## src/rtl/tattr_dma.sv

```systemverilog
// ---------------------------------------------------------------------------
// tattr_dma
//
// CPU-programmed copy engine that streams a block of bytes from system memory
// into the video unit's tile-attribute RAM write port. It runs in the video
// unit's wclk domain, so a whole tile map can be loaded without one CPU store
// per tile.
//
// Ports:
//   clk, rst_n     clock (video wclk) and asynchronous active-low reset
//   cfg_addr       register select: 0 SRC, 1 DST, 2 LEN, 3 CTRL
//   cfg_wdata      register write data
//   cfg_wenable    register write strobe
//   cfg_rdata      register read data, combinational from cfg_addr
//   mem_addr       source byte address
//   mem_req        read request, held until mem_ready
//   mem_ready      read accepted, mem_rdata valid in the same cycle
//   mem_rdata      source byte
//   tattr_addr     tile-attribute write address
//   tattr_wdata    tile-attribute write data
//   tattr_wenable  tile-attribute write strobe
//   in_vblank      display is outside the visible area
//   irq            level interrupt, mirrors the done flag
//
// CTRL write: bit0 start, bit1 abort, bit2 irq-ack.
// CTRL read : bit0 busy,  bit1 done.
//
// Optional feature macro: TATTR_DMA_VBLANK_GATE_EN
//   When defined, new memory requests are only launched while in_vblank is
//   high; otherwise the engine parks in HOLD (busy, no request).
// ---------------------------------------------------------------------------
module tattr_dma #(
  parameter int ATTR_AW = 10,
  parameter int LEN_W   = 11
) (
  input  logic               clk,
  input  logic               rst_n,
  input  logic [1:0]         cfg_addr,
  input  logic [31:0]        cfg_wdata,
  input  logic               cfg_wenable,
  output logic [31:0]        cfg_rdata,
  output logic [31:0]        mem_addr,
  output logic               mem_req,
  input  logic               mem_ready,
  input  logic [7:0]         mem_rdata,
  output logic [ATTR_AW-1:0] tattr_addr,
  output logic [7:0]         tattr_wdata,
  output logic               tattr_wenable,
  input  logic               in_vblank,
  output logic               irq
);

  typedef enum logic [2:0] {IDLE, REQ, WRITE, FINISH, HOLD} state_t;

  localparam logic [LEN_W-1:0]   LEN_ONE = LEN_W'(1);
  localparam logic [ATTR_AW-1:0] DST_ONE = ATTR_AW'(1);

  state_t state;
  state_t next_state;
  state_t req_target;

  logic [31:0]        src_cnt;
  logic [ATTR_AW-1:0] dst_cnt;
  logic [LEN_W-1:0]   len_cnt;
  logic [7:0]         wdata_q;
  logic               done;

  logic ctrl_wr;
  logic ctrl_start;
  logic ctrl_abort;
  logic ctrl_ack;
  logic start_ok;
  logic vblank_ok;
  logic busy;

  assign ctrl_wr    = cfg_wenable && (cfg_addr == 2'd3);
  assign ctrl_start = ctrl_wr && cfg_wdata[0];
  assign ctrl_abort = ctrl_wr && cfg_wdata[1];
  assign ctrl_ack   = ctrl_wr && cfg_wdata[2];
  assign busy       = (state != IDLE);

`ifdef TATTR_DMA_VBLANK_GATE_EN
  assign vblank_ok = in_vblank;
`else
  logic unused_vblank;
  assign unused_vblank = in_vblank;
  assign vblank_ok     = 1'b1;
`endif

  // Launching a new request goes to REQ when allowed, else parks in HOLD.
  assign req_target = vblank_ok ? REQ : HOLD;

  assign mem_addr    = src_cnt;
  assign tattr_addr  = dst_cnt;
  assign tattr_wdata = wdata_q;
  assign irq         = done;

  // State register.
  always_ff @(posedge clk or negedge rst_n) begin
    if (!rst_n) begin
      state <= IDLE;
    end else begin
      state <= next_state;
    end
  end

  // Next-state and strobe decode. Abort beats start in the same CTRL write,
  // and an abort seen in WRITE still lets that one write complete.
  always_comb begin
    next_state    = state;
    mem_req       = 1'b0;
    tattr_wenable = 1'b0;
    start_ok      = 1'b0;
    case (state)
      IDLE: begin
        if (ctrl_start && !ctrl_abort) begin
          start_ok = 1'b1;
          if (len_cnt == '0) begin
            next_state = FINISH;
          end else begin
            next_state = req_target;
          end
        end
      end
      HOLD: begin
        if (ctrl_abort) begin
          next_state = IDLE;
        end else if (vblank_ok) begin
          next_state = REQ;
        end
      end
      REQ: begin
        mem_req = 1'b1;
        if (ctrl_abort) begin
          next_state = IDLE;
        end else if (mem_ready) begin
          next_state = WRITE;
        end
      end
      WRITE: begin
        tattr_wenable = 1'b1;
        if (ctrl_abort) begin
          next_state = IDLE;
        end else if (len_cnt == LEN_ONE) begin
          next_state = FINISH;
        end else begin
          next_state = req_target;
        end
      end
      FINISH: begin
        next_state = IDLE;
      end
      default: begin
        next_state = IDLE;
      end
    endcase
  end

  // The programmed registers double as the working counters, so reads while
  // busy show live progress. CPU writes land only when idle.
  always_ff @(posedge clk or negedge rst_n) begin
    if (!rst_n) begin
      src_cnt <= '0;
      dst_cnt <= '0;
      len_cnt <= '0;
    end else if (state == IDLE) begin
      if (cfg_wenable) begin
        case (cfg_addr)
          2'd0:    src_cnt <= cfg_wdata;
          2'd1:    dst_cnt <= cfg_wdata[ATTR_AW-1:0];
          2'd2:    len_cnt <= cfg_wdata[LEN_W-1:0];
          default: ;
        endcase
      end
    end else if (state == WRITE) begin
      src_cnt <= src_cnt + 32'd1;
      dst_cnt <= dst_cnt + DST_ONE;
      len_cnt <= len_cnt - LEN_ONE;
    end
  end

  // Capture the source byte on the accepting cycle of a read.
  always_ff @(posedge clk or negedge rst_n) begin
    if (!rst_n) begin
      wdata_q <= '0;
    end else if (state == REQ && mem_ready) begin
      wdata_q <= mem_rdata;
    end
  end

  // Done is set only by a completed transfer; an ack or an accepted start
  // clears it.
  always_ff @(posedge clk or negedge rst_n) begin
    if (!rst_n) begin
      done <= 1'b0;
    end else if (state == FINISH) begin
      done <= 1'b1;
    end else if (start_ok || ctrl_ack) begin
      done <= 1'b0;
    end
  end

  // Register read mux.
  always_comb begin
    cfg_rdata = '0;
    case (cfg_addr)
      2'd0:    cfg_rdata = src_cnt;
      2'd1:    cfg_rdata = {{(32-ATTR_AW){1'b0}}, dst_cnt};
      2'd2:    cfg_rdata = {{(32-LEN_W){1'b0}}, len_cnt};
      default: cfg_rdata = {30'd0, done, busy};
    endcase
  end

endmodule

```

## config.mk

```make
export PLATFORM = sky130hd
export DESIGN_NAME = tattr_dma
export DESIGN_NICKNAME = d
export VERILOG_FILES = /design/src/rtl/tattr_dma.sv
export SDC_FILE = /design/constraint.sdc
export NUM_CORES = 1
export LEC_CHECK = 0
export CAP_MARGIN = 20
export CORE_UTILIZATION = 30
export DETAILED_ROUTE_END_ITERATION = 7
export DONT_BUFFER_PORTS = 1
export HOLD_SLACK_MARGIN = 0.06
export SLEW_MARGIN = 20
export SYNTH_ARGS = -nofsm -noshare
export SYNTH_HDL_FRONTEND = slang
export SYNTH_SLANG_ARGS = --single-unit
```

## constraint.sdc

```tcl
create_clock -name clk -period 1.7 [get_ports clk]
set_input_delay 0.425 -clock clk [delete_from_list [all_inputs] [get_ports clk]]
set_output_delay 0.425 -clock clk [all_outputs]
set_load 0.05 [all_outputs]
```

==> results of run 1 <==
==> routing by layer <==
metal | up-vias | wire, um | GRT usage (%)
met5 | - | 0 | 0
li1 | 2078 | - | -
met3 | 28 | 1250 | 6.37
met2 | 225 | 7910 | 36.9
met4 | 0 | 217 | 4.69
met1 | 2313 | 6320 | 27.1
==> what timing repair did <==
item,4_1_cts,5_1_grt
gates cloned,1,1
buffers inserted,16,9
pin swaps,9,15
endpoints found under the hold margin,64,64
endpoints found under the setup margin,26,53
gates resized for setup,59,46
==> area by class of cell <==
cell class | instances | area, um2
Fill cell | 1212 | 6830
Multi-Input combinational cell | 385 | 2850
Sequential cell | 64 | 1640
Timing Repair Buffer | 134 | 1560
Clock buffer | 15 | 258
Tap cell | 176 | 220
Inverter | 9 | 41.3
Clock inverter | 1 | 5.00
==> synth_stat cells (6+ instances only) <==
cell and number:
sky130_fd_sc_hd__and2_1 18, sky130_fd_sc_hd__inv_1 9, sky130_fd_sc_hd__nand4_1 7, sky130_fd_sc_hd__nor3_1 15, sky130_fd_sc_hd__buf_2 7, sky130_fd_sc_hd__and3_1 6
sky130_fd_sc_hd__a22oi_1 8, sky130_fd_sc_hd__a21oi_1 54, sky130_fd_sc_hd__mux2_2 8, sky130_fd_sc_hd__nand2_1 38, sky130_fd_sc_hd__mux2i_1 11, sky130_fd_sc_hd__a2bb2oi_1 7
sky130_fd_sc_hd__nor2_1 49, sky130_fd_sc_hd__o21ai_0 34, sky130_fd_sc_hd__o22ai_1 9, sky130_fd_sc_hd__dfrtp_1 64, sky130_fd_sc_hd__o21ai_1 6, sky130_fd_sc_hd__nand3_1 20
sky130_fd_sc_hd__a31oi_1 16, sky130_fd_sc_hd__o22a_1 12, sky130_fd_sc_hd__clkbuf_1 22
==> path summary, 6_finish.rpt <==
path / start / to / slack, ps / depth (start not counted)
max in group asynchronous: rst_n / mem_addr[26] / 1770 / 0
min in group clk: cfg_wdata[18] / mem_addr[18] / 200 / 2
max: state[0] / cfg_rdata[0] / -360 / 2
max reg2reg: mem_addr[6] / mem_addr[22] / -30 / 7
min reg2reg: len_cnt[3] / len_cnt[3] / 520 / 1
min: rst_n / len_cnt[1] / -220 / 0
==> sequential cells by signal (all words and copies together), names as in the netlist <==
name,flops
tattr_wdata,8
tattr_addr,10
len_cnt,11
state,2
irq,1
mem_addr,32
==> power breakdown <==
group	switching, W	leakage, nW	total, W	internal (W)
sequential	0.00115	0.723	0.00347	0.00232
clock	0.000695	0.128	0.00172	0.00103
combinational	0.00575	1.75	0.00956	0.00381
==> stage by stage <==
stage	worst slack [ps]	util [%]	cells
2_1_floorplan	-203	-	492
3_3_place_gp	-51.7	42.0	741
4_1_cts	-354	47.0	774
3_5_place_dp	-57.6	42.0	741
5_1_grt	-397	49.1	784
6_report	-361	49.1	784
==> cell families after synthesis <==
logic type | Yosys count | synth area share, %
compound gates | 172 | 26.0
mux | 21 | 5.90
buf+inv | 43 | 4.54
simple gates | 188 | 23.9
fa+ha+maj | 4 | 1.20
flops | 64 | 38.5
==> report_table.html, run 1 <==
<table>
<tr><th>Metric</th><th>Value</th></tr>
<tr><th colspan="2">Place</th></tr>
<tr><td>Placed instance area</td><td>5630 um2</td></tr>
<tr><td>Sum of net half-perimeters after detailed placement</td><td>10.9 mm</td></tr>
<tr><td>Placer congestion estimate</td><td>0.881</td></tr>
<tr><td>Count of buffers from port buffering</td><td>0</td></tr>
<tr><th colspan="2">Global route</th></tr>
<tr><td>Global-route wire length before repair</td><td>24.0 mm</td></tr>
<tr><td>GRT Util Overall</td><td>21.7%</td></tr>
<tr><td>Number of antenna violations at the first check in global routing</td><td>0</td></tr>
<tr><td>Number of global-route vias before repair</td><td>4411</td></tr>
<tr><td>Overflow after GRT</td><td>0</td></tr>
<tr><td>Maximum number of pins on one net before global-route repair</td><td>65</td></tr>
<tr><th colspan="2">Power and ir drop</th></tr>
<tr><td>Power consumption</td><td>0.0147 W</td></tr>
<tr><td>Leakage power figure</td><td>2.61 nW</td></tr>
<tr><td>IR Drop Worst-Case VDD</td><td>0.960 mV</td></tr>
<tr><td>Power Dens Cells</td><td>2240 nW/um2</td></tr>
<tr><th colspan="2">Finish</th></tr>
<tr><td>Total number of nets in the final design</td><td>654</td></tr>
<tr><td>Commonest cells after routing, fill and taps aside</td><td>sky130_fd_sc_hd__buf_4, sky130_fd_sc_hd__a21oi_1, sky130_fd_sc_hd__nor2_1</td></tr>
<tr><td>Antenna cells</td><td>0</td></tr>
<tr><td>Non-Filler Cell Area, Final</td><td>6570 um2</td></tr>
<tr><td>Fraction of final layout cells sized beyond drive strength 1</td><td>43.4%</td></tr>
<tr><td>Synthesis-to-finish area growth</td><td>58.1%</td></tr>
<tr><td>Most frequent standard cell in the layout excluding fill and tap cells</td><td>sky130_fd_sc_hd__buf_4</td></tr>
<tr><th colspan="2">Clock network</th></tr>
<tr><td>Inserted Clock Buffers</td><td>9</td></tr>
<tr><td>Longest Clk Path Bufs</td><td>2</td></tr>
<tr><td>Root cell of the clock tree</td><td>sky130_fd_sc_hd__clkbuf_16</td></tr>
<tr><td>TritonCTS clock tree</td><td>built</td></tr>
<tr><td>Clock transition time at the flip-flop clock pins of the worst setup and hold paths</td><td>60 ps</td></tr>
<tr><td>Number of sinks on the clock net</td><td>64</td></tr>
<tr><td>Worst-Skew Late Latency</td><td>340 ps</td></tr>
<tr><td>H-tree depth</td><td>3</td></tr>
<tr><th colspan="2">Synthesis</th></tr>
<tr><td>Async set or reset register ratio after synthesis</td><td>100%</td></tr>
<tr><td>Cell count after synthesis</td><td>492</td></tr>
<tr><td>Post-synthesis sequential area ratio</td><td>38.5%</td></tr>
<tr><td>Net Count, Synth</td><td>543</td></tr>
<tr><td>Syn avg cell area</td><td>8.45 um2</td></tr>
<tr><td>Number of distinct library cells after synthesis</td><td>60</td></tr>
<tr><td>EDFF count, synth</td><td>0</td></tr>
<tr><td>Total standard cell area after synthesis</td><td>4160 um2</td></tr>
<tr><td>Top-area cell type share of the netlist area</td><td>38.5%</td></tr>
<tr><td>Most area-hungry cell type in the Yosys netlist</td><td>sky130_fd_sc_hd__dfrtp_1</td></tr>
<tr><td>Number of storage elements in the synthesis netlist</td><td>64</td></tr>
<tr><td>Post-synth top flop</td><td>sky130_fd_sc_hd__dfrtp_1</td></tr>
<tr><td>Synthesis Warnings</td><td>0</td></tr>
<tr><td>Biggest area contributors in the synthesized netlist</td><td>sky130_fd_sc_hd__dfrtp_1, sky130_fd_sc_hd__a21oi_1, sky130_fd_sc_hd__nor2_1</td></tr>
<tr><th colspan="2">Timing</th></tr>
<tr><td>Hold WS</td><td>-221 ps</td></tr>
<tr><td>Final max-slew violation count</td><td>0</td></tr>
<tr><td>Post-route clock skew</td><td>5.91 ps</td></tr>
<tr><td>Finish-stage setup viols</td><td>14</td></tr>
<tr><td>Post-route fraction of the period consumed by the critical path</td><td>121%</td></tr>
<tr><td>Achievable frequency</td><td>485 MHz</td></tr>
<tr><td>Setup total negative slack</td><td>-1020 ps</td></tr>
<tr><td>Final period demand of the worst path</td><td>2060 ps</td></tr>
<tr><td>Final setup slack of the worst path</td><td>-361 ps</td></tr>
<tr><td>Final hold violations</td><td>64</td></tr>
<tr><td>Actual transition at the worst max-transition pin</td><td>482 ps</td></tr>
<tr><td>Relative slew slack</td><td>67.8%</td></tr>
<tr><td>RSZ-0062 raised after global routing</td><td>yes</td></tr>
<tr><th colspan="2">Setup path</th></tr>
<tr><td>Delay of the slowest cell on the worst path</td><td>660 ps</td></tr>
<tr><td>Arrival time of the worst setup path</td><td>1640 ps</td></tr>
<tr><td>Startpoint type of the worst setup path</td><td>flip-flop</td></tr>
<tr><td>Worst path bufs/invs</td><td>0</td></tr>
<tr><td>Cell family with most CP delay</td><td>multiplexers</td></tr>
<tr><td>Worst Path Class, Setup</td><td>flip-flop to primary output</td></tr>
<tr><td>CP endpoint kind</td><td>primary output</td></tr>
<tr><td>CP cell instances</td><td>or2_4 -&gt; mux4_2</td></tr>
<tr><td>Cell at the slowest stage of the critical path</td><td>sky130_fd_sc_hd__mux4_2</td></tr>
<tr><td>Data required, critical path</td><td>1270 ps</td></tr>
<tr><td>Worst-path fanout max</td><td>2</td></tr>
<tr><th colspan="2">Detailed routing</th></tr>
<tr><td>Vias per std cell</td><td>5.92</td></tr>
<tr><td>ANT nets after route</td><td>0</td></tr>
<tr><td>Post-detailed-route wirelength per cell</td><td>20.0 um</td></tr>
<tr><td>Vias post-DR</td><td>4644</td></tr>
<tr><td>Pre-Repair DR Iteration Count</td><td>5</td></tr>
<tr><td>Number of DRC markers after the initial detailed-route iteration</td><td>598</td></tr>
<tr><td>Remaining DRCs</td><td>0</td></tr>
<tr><td>Post-Route WL</td><td>15.7 mm</td></tr>
<tr><th colspan="2">Floorplanning</th></tr>
<tr><td>DIE HEIGHT</td><td>120 um</td></tr>
<tr><td>Initial core utilization</td><td>31.0%</td></tr>
<tr><td>FP Rows</td><td>42</td></tr>
<tr><td>Core Area</td><td>13400 um2</td></tr>
<tr><td>Die width</td><td>120 um</td></tr>
<tr><td>I/O pin cnt</td><td>132</td></tr>
<tr><td>Die Outline Area</td><td>14300 um2</td></tr>
<tr><th colspan="2">Min path</th></tr>
<tr><td>Class of the tightest hold or removal check</td><td>input port to asynchronous set/reset pin</td></tr>
<tr><th colspan="2">Status</th></tr>
<tr><td>Violations in the final reports</td><td>hold timing, setup timing</td></tr>
<tr><td>Result of the run</td><td>finished with violations</td></tr>
<tr><th colspan="2">Run</th></tr>
<tr><td>Max-Cap Viols</td><td>0</td></tr>
</table>
Note: power is estimated with default switching activity, not from simulation.
==> run 2, diff against run 1 <==
==> constraint.sdc (replaced) <==
create_clock -name clk -period 1.7 [get_ports clk]
set_input_delay 0.425 -clock clk [delete_from_list [all_inputs] [get_ports clk]]
set_output_delay 0.425 -clock clk [all_outputs]
set_load 0.01 [all_outputs]
==> report_table.html, run 2 (synthesis gave the netlist of run 1 again) <==
<table>
<tr><th>Metric</th><th>Value</th></tr>
<tr><th colspan="2">Finish</th></tr>
<tr><td>Synthesis-to-finish area growth</td><td>30.2%</td></tr>
<tr><td>Max reg flops</td><td>32 (unchanged)</td></tr>
<tr><td>Commonest cells after routing, fill and taps aside</td><td>sky130_fd_sc_hd__buf_4, sky130_fd_sc_hd__dfrtp_1, sky130_fd_sc_hd__a21oi_1</td></tr>
<tr><td>Antenna cells</td><td>0 (unchanged)</td></tr>
<tr><td>Non-Filler Cell Area, Final</td><td>5420 um2 (-18%)</td></tr>
<tr><td>Total number of nets in the final design</td><td>603 (-7.8%)</td></tr>
<tr><td>Non-Filler Instances</td><td>733 (-6.5%)</td></tr>
<tr><td>Most frequent standard cell in the layout excluding fill and tap cells</td><td>sky130_fd_sc_hd__buf_4</td></tr>
<tr><td>Fraction of final layout cells sized beyond drive strength 1</td><td>28.4% (-15 points)</td></tr>
<tr><th colspan="2">Global route</th></tr>
<tr><td>Overflow after GRT</td><td>0 (unchanged)</td></tr>
<tr><td>Maximum number of pins on one net before global-route repair</td><td>65 (unchanged)</td></tr>
<tr><td>GRT Util Overall</td><td>20.0% (-1.7 points)</td></tr>
<tr><td>Global-route wire length before repair</td><td>22.2 mm (-7.7%)</td></tr>
<tr><td>Number of antenna violations at the first check in global routing</td><td>0 (unchanged)</td></tr>
<tr><td>Number of global-route vias before repair</td><td>4160 (-5.7%)</td></tr>
<tr><th colspan="2">Power and ir drop</th></tr>
<tr><td>Portion of total power attributed to combinational logic</td><td>52.5% (-12 points)</td></tr>
<tr><td>Power consumption</td><td>0.0101 W (-32%)</td></tr>
<tr><td>Portion of total power attributed to the clock network</td><td>16.8% (+5.1 points)</td></tr>
<tr><td>Cell-internal power</td><td>0.00550 W (-23%)</td></tr>
<tr><td>Sequential Power Share</td><td>30.7% (+7.2 points)</td></tr>
<tr><td>Net Switching</td><td>0.00457 W (-40%)</td></tr>
<tr><td>Leakage power figure</td><td>2.17 nW (-17%)</td></tr>
<tr><td>Power Dens Cells</td><td>1860 nW/um2 (-17%)</td></tr>
<tr><td>IR Drop Worst-Case VDD</td><td>0.634 mV (-34%)</td></tr>
<tr><td>Switching share of power</td><td>45.4% (-6.1 points)</td></tr>
<tr><th colspan="2">Setup path</th></tr>
<tr><td>Worst-path fanout max</td><td>2 (unchanged)</td></tr>
<tr><td>CP endpoint kind</td><td>primary output</td></tr>
<tr><td>Startpoint type of the worst setup path</td><td>flip-flop</td></tr>
<tr><td>Arrival time of the worst setup path</td><td>1490 ps (-150 ps)</td></tr>
<tr><td>Cell at the slowest stage of the critical path</td><td>sky130_fd_sc_hd__mux4_2</td></tr>
<tr><td>CP cell instances</td><td>or2_4 -&gt; mux4_2</td></tr>
<tr><td>Delay of the slowest cell on the worst path</td><td>530 ps (-130 ps)</td></tr>
<tr><td>Data required, critical path</td><td>1270 ps (about the same)</td></tr>
<tr><td>Worst Path Class, Setup</td><td>flip-flop to primary output</td></tr>
<tr><th colspan="2">Timing</th></tr>
<tr><td>Final setup slack of the worst path</td><td>-214 ps (+147 ps)</td></tr>
<tr><td>Achievable frequency</td><td>523 MHz (+7.7%)</td></tr>
<tr><td>Actual transition at the worst max-transition pin</td><td>509 ps (+27.1 ps)</td></tr>
<tr><td>Final hold violations</td><td>64 (unchanged)</td></tr>
<tr><td>Post-route fraction of the period consumed by the critical path</td><td>113% (-8.7 points)</td></tr>
<tr><td>RSZ-0062 raised after global routing</td><td>yes</td></tr>
<tr><td>Finish-stage setup viols</td><td>6 (-8)</td></tr>
<tr><td>Final max-slew violation count</td><td>0 (unchanged)</td></tr>
<tr><td>Post-route clock skew</td><td>9.46 ps (+3.55 ps)</td></tr>
<tr><td>Hold WS</td><td>-225 ps (-4.10 ps)</td></tr>
<tr><td>Setup total negative slack</td><td>-430 ps (+585 ps)</td></tr>
<tr><td>Final period demand of the worst path</td><td>1910 ps (-147 ps)</td></tr>
<tr><td>Relative slew slack</td><td>66.1% (-1.7 points)</td></tr>
<tr><th colspan="2">Detailed routing</th></tr>
<tr><td>ANT nets after route</td><td>0 (unchanged)</td></tr>
<tr><td>Vias post-DR</td><td>4281 (-7.8%)</td></tr>
<tr><td>Number of DRC markers after the initial detailed-route iteration</td><td>326 (-45%)</td></tr>
<tr><td>Remaining DRCs</td><td>0 (unchanged)</td></tr>
<tr><td>Post-Route WL</td><td>14.3 mm (-8.7%)</td></tr>
<tr><td>Vias per std cell</td><td>5.84 (-1.4%)</td></tr>
<tr><td>Post-detailed-route wirelength per cell</td><td>19.5 um (-2.4%)</td></tr>
<tr><td>Pre-Repair DR Iteration Count</td><td>5 (unchanged)</td></tr>
<tr><th colspan="2">Floorplanning</th></tr>
<tr><td>Core Area</td><td>13400 um2 (unchanged)</td></tr>
<tr><td>FP Rows</td><td>42 (unchanged)</td></tr>
<tr><td>Die width</td><td>120 um (unchanged)</td></tr>
<tr><td>Die Outline Area</td><td>14300 um2 (unchanged)</td></tr>
<tr><td>I/O pin cnt</td><td>132 (unchanged)</td></tr>
<tr><td>DIE HEIGHT</td><td>120 um (unchanged)</td></tr>
<tr><td>Initial core utilization</td><td>31.0% (unchanged)</td></tr>
<tr><th colspan="2">Min path</th></tr>
<tr><td>Class of the tightest hold or removal check</td><td>input port to asynchronous set/reset pin</td></tr>
<tr><th colspan="2">Clock network</th></tr>
<tr><td>Worst-Skew Late Latency</td><td>340 ps (about the same)</td></tr>
<tr><td>Clock transition time at the flip-flop clock pins of the worst setup and hold paths</td><td>60 ps (about the same)</td></tr>
<tr><td>Longest Clk Path Bufs</td><td>2 (unchanged)</td></tr>
<tr><td>Root cell of the clock tree</td><td>sky130_fd_sc_hd__clkbuf_16</td></tr>
<tr><td>Inserted Clock Buffers</td><td>9 (unchanged)</td></tr>
<tr><td>H-tree depth</td><td>3 (unchanged)</td></tr>
<tr><td>TritonCTS clock tree</td><td>built</td></tr>
<tr><td>Number of sinks on the clock net</td><td>64 (unchanged)</td></tr>
<tr><th colspan="2">Place</th></tr>
<tr><td>Placed instance area</td><td>4860 um2 (-14%)</td></tr>
<tr><td>Placement-stage worst setup slack</td><td>-13.7 ps (+44.0 ps)</td></tr>
<tr><td>Sum of net half-perimeters after detailed placement</td><td>10.3 mm (-5.8%)</td></tr>
<tr><td>Placer congestion estimate</td><td>0.809 (-8.1%)</td></tr>
<tr><td>Cells after DPL</td><td>711 (-4.0%)</td></tr>
<tr><td>Count of buffers from port buffering</td><td>0 (unchanged)</td></tr>
<tr><th colspan="2">Status</th></tr>
<tr><td>Result of the run</td><td>finished with violations</td></tr>
<tr><td>Violations in the final reports</td><td>hold timing, setup timing</td></tr>
<tr><th colspan="2">Run</th></tr>
<tr><td>Max-Cap Viols</td><td>0 (unchanged)</td></tr>
</table>
[run 2: worst paths after layout]
check,slack (ps),startpoint,endpoint,cells after the start
worst max-delay path,-210,state[1],cfg_rdata[0],2
worst min-delay path,-220,rst_n,tattr_addr[2],0
worst max register to register,-10,mem_addr[7],mem_addr[27],6
worst min register to register,530,len_cnt[6],len_cnt[6],1
max in group asynchronous,1820,rst_n,mem_addr[23],0
min in group clk,220,cfg_wdata[18],mem_addr[18],2
[run 2: timing repair]
| item | in CTS | in global routing |
|---|---|---|
| resized for setup | 22 | 39 |
| pin swaps | 7 | 12 |
| setup endpoints to repair | 16 | 33 |
| cloned | 0 | 0 |
| endpoints found under the hold margin | 64 | 64 |
| buffers inserted | 4 | 2 |
[run 2: power by group through the flow]
stage / sequential, W / combinational, W / clock (W)
after floorplan: 0.00329 / 0.00276 / 0
after global placement: 0.00301 / 0.00478 / 0
after detailed placement: 0.00306 / 0.00490 / 0
after CTS: 0.00306 / 0.00507 / 0.00174
after global routing: 0.00319 / 0.00578 / 0.00178
final: 0.00310 / 0.00529 / 0.00169
[run 2: area by class of cell]
cell class                 count  area [um2]
fill                        1354        7990
multi-input combinational    385        2580
sequential                    64        1610
timing repair buffer          83         707
clock buffer                  10         229
tap                          176         220
clock inverter                 6        37.5
inverter                       9        33.8
[run 2: worst max-delay path: cells and delay by family (launching register included)]
family | cells | cell delay [ps]
simple gates | 1 | 250
flops | 1 | 370
mux | 1 | 530
[run 2: layer usage]
| layer | GRT usage [%] | routed length [um] | up-vias |
|---|---|---|---|
| met5 | 0 | 0 | - |
| met4 | 6.09 | 206 | 0 |
| met3 | 5.66 | 1160 | 17 |
| met2 | 33.3 | 6970 | 192 |
| met1 | 24.9 | 5990 | 2107 |
| li1 | - | - | 1965 |
[run 2: through the flow]
step           hold slack (ps)  util, %
3_5_place_dp               132     36.3
5_1_grt                   -239     40.4
2_1_floorplan              129        -
6_report                  -225     40.4
3_3_place_gp               132     36.3
4_1_cts                   -237     39.0
